==> src/rtl/sketch_pkg.sv <==
// Shared types and helpers for the sketch counter datapath.
// Row id width and saturating increment live here for reuse.
package sketch_pkg;

  typedef enum logic {
    RUN   = 1'b0,
    CLEAR = 1'b1
  } state_t;

  function automatic int row_w(input int depth);
    return (depth < 2) ? 1 : $clog2(depth);
  endfunction

  function automatic logic [31:0] sat_inc(
    input logic [31:0] v,
    input int          w
  );
    logic [31:0] m;
    m = (w >= 32) ? '1 : ((32'd1 << w) - 32'd1);
    return (v >= m) ? v : v + 32'd1;
  endfunction

endpackage

==> src/rtl/sketch_fwd_hist.sv <==
// Two-entry write history used to forward over in-flight writes.
// Entries shift every cycle, so each one lives exactly two cycles.
module sketch_fwd_hist #(
  parameter int AW = 10,
  parameter int CW = 16,
  parameter int DW = 2
) (
  input  logic          clk,
  input  logic          rst_n,
  input  logic          push,
  input  logic          inval,
  input  logic [DW-1:0] push_dst,
  input  logic [AW-1:0] push_addr,
  input  logic [CW-1:0] push_data,
  input  logic [DW-1:0] look_dst,
  input  logic [AW-1:0] look_addr,
  output logic          hit,
  output logic [CW-1:0] hit_data
);

  typedef struct packed {
    logic          v;
    logic [DW-1:0] dst;
    logic [AW-1:0] addr;
    logic [CW-1:0] data;
  } ent_t;

  ent_t h0, h1;
  logic m0, m1;

  assign m0 = h0.v && h0.dst == look_dst &&
              h0.addr == look_addr;
  assign m1 = h1.v && h1.dst == look_dst &&
              h1.addr == look_addr;

  always_ff @(posedge clk or negedge rst_n) begin
    if (!rst_n) begin
      h0 <= '0;
      h1 <= '0;
    end else if (inval) begin
      h0 <= '0;
      h1 <= '0;
    end else begin
      h1 <= h0;
      if (push)
        h0 <= '{v: 1'b1, dst: push_dst,
                addr: push_addr, data: push_data};
      else
        h0 <= '0;
    end
  end

  // Youngest entry wins when both match.
  always_comb begin
    hit      = 1'b0;
    hit_data = h1.data;
    if (m0) begin
      hit      = 1'b1;
      hit_data = h0.data;
    end else if (m1) begin
      hit = 1'b1;
    end
  end

endmodule

==> src/rtl/sketch_counter_update.sv <==
// Read-modify-write stage: saturating increment, RAW forwarding,
// hot-entry reporting and a full-memory clear sweep.
module sketch_counter_update
  import sketch_pkg::*;
#(
  parameter  int ADDR_WIDTH_FULL = 10,
  parameter  int CNT_WIDTH       = 16,
  parameter  int PIPELINE_DEPTH  = 4,
  localparam int DW = row_w(PIPELINE_DEPTH)
) (
  input  logic                       clk,
  input  logic                       rst_n,
  input  logic [ADDR_WIDTH_FULL-1:0] addr_in,
  input  logic                       rd_en_in,
  input  logic [DW-1:0]              dst_id_in,
  input  logic [CNT_WIDTH-1:0]       rd_data_in,
  input  logic                       rd_cnt_in,
  input  logic [CNT_WIDTH-1:0]       threshold,
  input  logic                       clear_req,
  output logic                       wr_en,
  output logic [ADDR_WIDTH_FULL-1:0] wr_addr,
  output logic [DW-1:0]              wr_dst_id,
  output logic [CNT_WIDTH-1:0]       wr_data,
  output logic                       hot_valid,
  output logic [ADDR_WIDTH_FULL-1:0] hot_addr,
  output logic [DW-1:0]              hot_dst_id,
  output logic [CNT_WIDTH-1:0]       hot_cnt,
  output logic                       q_valid,
  output logic [CNT_WIDTH-1:0]       q_cnt,
  output logic                       clear_busy
);

  state_t                     state;
  logic [DW-1:0]              sw_row;
  logic [ADDR_WIDTH_FULL-1:0] sw_idx;
  logic                       sw_last;
  logic                       inc;
  logic                       hot;
  logic                       hit;
  logic [CNT_WIDTH-1:0]       hit_data;
  logic [CNT_WIDTH-1:0]       old_cnt;
  logic [CNT_WIDTH-1:0]       new_cnt;

  assign inc     = state == RUN && rd_en_in && rd_cnt_in;
  assign old_cnt = hit ? hit_data : rd_data_in;
  assign new_cnt = CNT_WIDTH'(sat_inc(32'(old_cnt), CNT_WIDTH));
  assign hot     = inc && threshold != '0 &&
                   new_cnt == threshold && old_cnt < threshold;
  assign sw_last = sw_row == DW'(PIPELINE_DEPTH - 1) && (&sw_idx);

  sketch_fwd_hist #(
    .AW(ADDR_WIDTH_FULL),
    .CW(CNT_WIDTH),
    .DW(DW)
  ) u_hist (
    .clk      (clk),
    .rst_n    (rst_n),
    .push     (inc),
    .inval    (state == CLEAR && sw_last),
    .push_dst (dst_id_in),
    .push_addr(addr_in),
    .push_data(new_cnt),
    .look_dst (dst_id_in),
    .look_addr(addr_in),
    .hit      (hit),
    .hit_data (hit_data)
  );

  always_ff @(posedge clk or negedge rst_n) begin
    if (!rst_n) begin
      state      <= RUN;
      sw_row     <= '0;
      sw_idx     <= '0;
      wr_en      <= 1'b0;
      wr_addr    <= '0;
      wr_dst_id  <= '0;
      wr_data    <= '0;
      hot_valid  <= 1'b0;
      hot_addr   <= '0;
      hot_dst_id <= '0;
      hot_cnt    <= '0;
      q_valid    <= 1'b0;
      q_cnt      <= '0;
      clear_busy <= 1'b0;
    end else begin
      wr_en     <= 1'b0;
      hot_valid <= 1'b0;
      q_valid   <= 1'b0;
      unique case (state)
        RUN: begin
          clear_busy <= 1'b0;
          if (inc) begin
            wr_en     <= 1'b1;
            wr_addr   <= addr_in;
            wr_dst_id <= dst_id_in;
            wr_data   <= new_cnt;
          end
          if (rd_en_in && !rd_cnt_in) begin
            q_valid <= 1'b1;
            q_cnt   <= old_cnt;
          end
          if (hot) begin
            hot_valid  <= 1'b1;
            hot_addr   <= addr_in;
            hot_dst_id <= dst_id_in;
            hot_cnt    <= new_cnt;
          end
          if (clear_req) begin
            state  <= CLEAR;
            sw_row <= '0;
            sw_idx <= '0;
          end
        end
        CLEAR: begin
          wr_en      <= 1'b1;
          wr_addr    <= sw_idx;
          wr_dst_id  <= sw_row;
          wr_data    <= '0;
          clear_busy <= 1'b1;
          if (sw_last) begin
            state  <= RUN;
            sw_row <= '0;
            sw_idx <= '0;
          end else begin
            {sw_row, sw_idx} <= {sw_row, sw_idx} + 1'b1;
          end
        end
      endcase
    end
  end

endmodule

==> config.mk <==
export PLATFORM = sky130hd
export DESIGN_NAME = sketch_counter_update
export DESIGN_NICKNAME = d
export VERILOG_FILES = /design/src/rtl/sketch_pkg.sv /design/src/rtl/sketch_fwd_hist.sv /design/src/rtl/sketch_counter_update.sv
export SDC_FILE = /design/constraint.sdc
export NUM_CORES = 1
export LEC_CHECK = 0
export CAP_MARGIN = 20
export CORE_ASPECT_RATIO = 0.5
export CORE_MARGIN = 2
export CORE_UTILIZATION = 58
export DETAILED_ROUTE_END_ITERATION = 10
export GPL_TIMING_DRIVEN = 0
export HOLD_SLACK_MARGIN = 0.1
export PLACE_DENSITY = 0.95
export REMOVE_ABC_BUFFERS = 1
export SLEW_MARGIN = 20
export SYNTH_ARGS = -nofsm -noshare
export SYNTH_HDL_FRONTEND = slang
export SYNTH_HIERARCHICAL = 1
export SYNTH_SLANG_ARGS = --single-unit
==> constraint.sdc <==
create_clock -name clk -period 12.5 [get_ports clk]
set_input_delay 2.5 -clock clk [delete_from_list [all_inputs] [get_ports clk]]
set_output_delay 2.5 -clock clk [all_outputs]
set_load 0.05 [all_outputs]
==> results.yml <==
status:
  outcome: "complete, no violations"
pwr:
  pwr-share-comb_pct: 18.3
  swShare_pct: 31.2
  p_int_mw: 0.879
  power_frac_seq_pct: 41.9
  p_sw_mw: 0.398
  cellPowerDensity_mw_per_mm2: 132
  ir_worst_vdd_mv: 0.0964
  power_frac_clock_pct: 39.8
  power.leakage_nw: 4.55
worst_setup_path:
  crit_path_cell_trace: "clkdlybuf4s50_1 > xnor2_1 > nand4_1 > nor4_4 > a41o_2 > mux2i_1 > inv_1 > ha_1 > nand4_1 > a221oi_2 > nand3_1 > o21ai_0 > o2111ai_1 > nor4_4 > buf_6 > buf_6 > mux2_2"
  r2r_slack_ps: 4960
  startpoint_type: "input port"
  criticalPathCategory: "input port to flop"
  cp.arrival_ps: 10140
  max_stage_delay_ps: 830
  r2r_start: "u_hist/h0[20]$_DFF_PN0_"
  cp_max_fo: 36
  cp.required_ps: 12810
  endpoint_kind: "flop"
  worst_path_max_delay_cell: "a221oi_2"
  regToRegEndpoint: "hot_cnt[0]$_DFFE_PN0P_"
  rr_worst_depth: 16
route:
  wl_per_cell_um: 21.1
  wl_met2_mm: 10.2
  first_pass_iters: 6
  ant_nets: 0
  wl_met1_mm: 9.00
  vias: 6129
  routed_wl_mm: 21.5
  routed.top_layer: "met4"
  drc: 0
  first_iter_violations: 730
  viasPerCell: 6.01
  wl_met3_mm: 1.70
min_path:
  min_from: "u_hist/h0[9]$_DFF_PN0_"
  hp-class: "flop to flop"
  hold-path-endpoint: "u_hist/h1[9]$_DFF_PN0_"
  hold_path_depth: 1
clock_tree:
  insertion_delay_ps: 420
  cts-root-buf: "clkbuf_16"
  hold_buffers: 0
  ctsLongestPathBuffers: 2
  cts_setup_buffers: 0
  cts_max_level: 4
  numCtsBuffers: 17
  clkTransAtPathRegs_ps: 70
  cts.repair.resized: 0
  cts_tree: "built"
  clock-sinks: 147
final_layout:
  syn_to_final_growth_pct: 26.5
  drive_gt1_share_pct: 12.2
  finalNetCount: 903
  n_antenna_cell: 0
  final.fill_count: 831
  final_area_mm2: 0.00969
yosys:
  yosys_warnings: 6
  syn_area_per_cell_um2: 10.8
  ys_async_sr_fraction_pct: 100
  ys_ff_latch: 147
  synth_edf_count: 0
  netlist_area_mm2: 0.00766
  synth.yosys.seq_area_share_pct: 48.0
  synth_cell_types: 63
  synthCells: 712
  synth-main-ff-cell: "dfrtp_1"
floorplanning:
  die_area_mm2: 0.0142
  rows: 29
  die_w_um: 167
  core_area_mm2: 0.0128
  ios: 125
  die_y_um: 85.3
  start_util_pct: 60.0
timing:
  fin_crit_sh_pct: 78.6
  grt_setup_unrepaired: "false"
  setup_tns_ps: 0
  worstMarginPinSlew_ps: 839
  min_period_ps: 9830
  max_freq_mhz: 102
  slew_headroom_pct: 42.4
  setup_violations: 0
  fin_skew_ps: 10.2
  hold_violations: 0
  drv_slew: 0
  timing.hold.ws_ps: 493
placement:
  dp_hpwl_mm: 14.9
  gp_congestion: 0.945
  io_buffers: 124
  dpl-instance-area_mm2: 0.00911
grt:
  antenna_found_initial: 0
  grt_max_degree: 79
  overflow: 0
  grt_pass1_vias: 6204
  grt_pass1_wl_mm: 34.1
  grt_use_total_pct: 31.2
flow_run:
  max_cap_violations: 0
## cell usage after synthesis (15+ instances only)
library cell	n	area, um2
mux2_2	24	270
nor2_1	36	135
mux2i_1	28	280
nand3b_1	16	120
dfrtp_1	147	3680
nor2b_1	31	194
inv_1	33	124
a21oi_1	29	145
o21ai_0	35	175
nand2_1	69	259
ha_1	17	213
nand3_1	15	75.1
xnor2_1	34	298
mux2_4	20	300
and2_1	31	194
clkbuf_1	19	71.3
## metal layers
metal	vias up	GRT usage, %
met3	54	7.46
met1	3058	41.2
li1	2738	-
met4	0	12.1
met2	279	50.9
met5	-	0
## kinds of logic (layout without fill, tap and decap cells)
group           after synthesis  count (layout)  share of synthesized area [%]
fa+ha+maj                    17              17                           2.78
xor+xnor                     48              48                           6.21
buf+inv                      62             200                           3.58
simple gates                255             255                           18.7
compound gates              110             110                           9.39
mux                          73              73                           11.3
flops                       147             147                           48.0
## registers in the layout, indices dropped and copies added, names as in the netlist, 2 cells and up
signal,flops
hot_cnt,16
hot_addr,10
q_cnt,16
u_hist/h1,29
u_hist/h0,29
wr_dst_id,2
wr_data,16
wr_addr,10
sw_idx,10
sw_row,2
hot_dst_id,2
## how the worst max path moves through the flow
stage | from | end
global placement | addr_in[8] | hot_cnt[4]$_DFFE_PN0P_
floorplan | addr_in[6] | hot_addr[9]$_DFFE_PN0P_
finish | addr_in[8] | hot_cnt[0]$_DFFE_PN0P_
detailed placement | addr_in[8] | hot_cnt[0]$_DFFE_PN0P_
CTS | addr_in[8] | hot_cnt[0]$_DFFE_PN0P_
global route | addr_in[8] | hot_cnt[0]$_DFFE_PN0P_
## power groups by stage
stage / Sequential, mW / Clock [mW] / Combinational, mW
final: 0.535 / 0.509 / 0.233
after floorplan: 0.601 / 0 / 0.0741
after global routing: 0.539 / 0.539 / 0.250
after detailed placement: 0.542 / 0 / 0.231
after global placement: 0.540 / 0 / 0.224
after CTS: 0.535 / 0.515 / 0.234
## cell usage in the layout (no fill, tap or decap), drive strengths merged, types with 2 or more instances in the layout
cell type / synthesis / routed
nor4: 9 / 9
nor2b: 31 / 31
o31ai: 4 / 4
o21a: 2 / 2
or3: 2 / 2
nand3: 15 / 15
xnor3: 4 / 4
clkdlybuf4s50: 0 / 123
a21boi: 2 / 2
a22o: 4 / 4
and4b: 2 / 2
and3: 5 / 5
a22oi: 4 / 4
clkbuf: 19 / 18
nor3: 6 / 6
a21oi: 29 / 29
nor2: 36 / 36
nand4: 15 / 15
nand2b: 5 / 5
ha: 17 / 17
mux2: 44 / 44
o21ai: 35 / 35
xnor2: 34 / 34
mux2i: 29 / 29
inv: 33 / 40
nand4b: 5 / 5
and4: 4 / 4
a21o: 8 / 8
nand2: 69 / 69
xor2: 10 / 10
clkinv: 1 / 6
o2111ai: 2 / 2
o22ai: 4 / 4
dfrtp: 147 / 147
and2: 31 / 31
a221oi: 2 / 2
nand3b: 16 / 16
buf: 9 / 11
a211oi: 2 / 2
## worst max-delay path: cells and delay by family
kind,cells,cell delay [ps]
compound gates,4,2580
xor+xnor,1,170
fa+ha+maj,1,400
buf+inv,4,1230
mux,2,760
simple gates,5,2450
## cell type report
| type | count | area (um2) | share of cell area [%] |
|---|---|---|---|
| Clock buffer | 18 | 439 | 4.53 |
| Clock inverter | 14 | 140 | 1.45 |
| Tap cell | 170 | 213 | 2.20 |
| Timing Repair Buffer | 134 | 1370 | 14.2 |
| Multi-Input combinational cell | 503 | 3710 | 38.4 |
| Inverter | 34 | 128 | 1.32 |
| Sequential cell | 147 | 3680 | 38.0 |
## through the flow
stage                     worst slack [ps]  util [%]  std cells  power (mW)
final                                 2670      75.8       1020        1.28
after global routing                  2430      75.8       1020        1.33
after CTS                             2960      75.8       1020        1.28
after detailed placement              2550      71.3        988       0.774
after global placement                1100      70.2        978       0.763
after floorplan                       3920         -        684       0.675
Note: power is estimated with default switching activity, not from simulation.
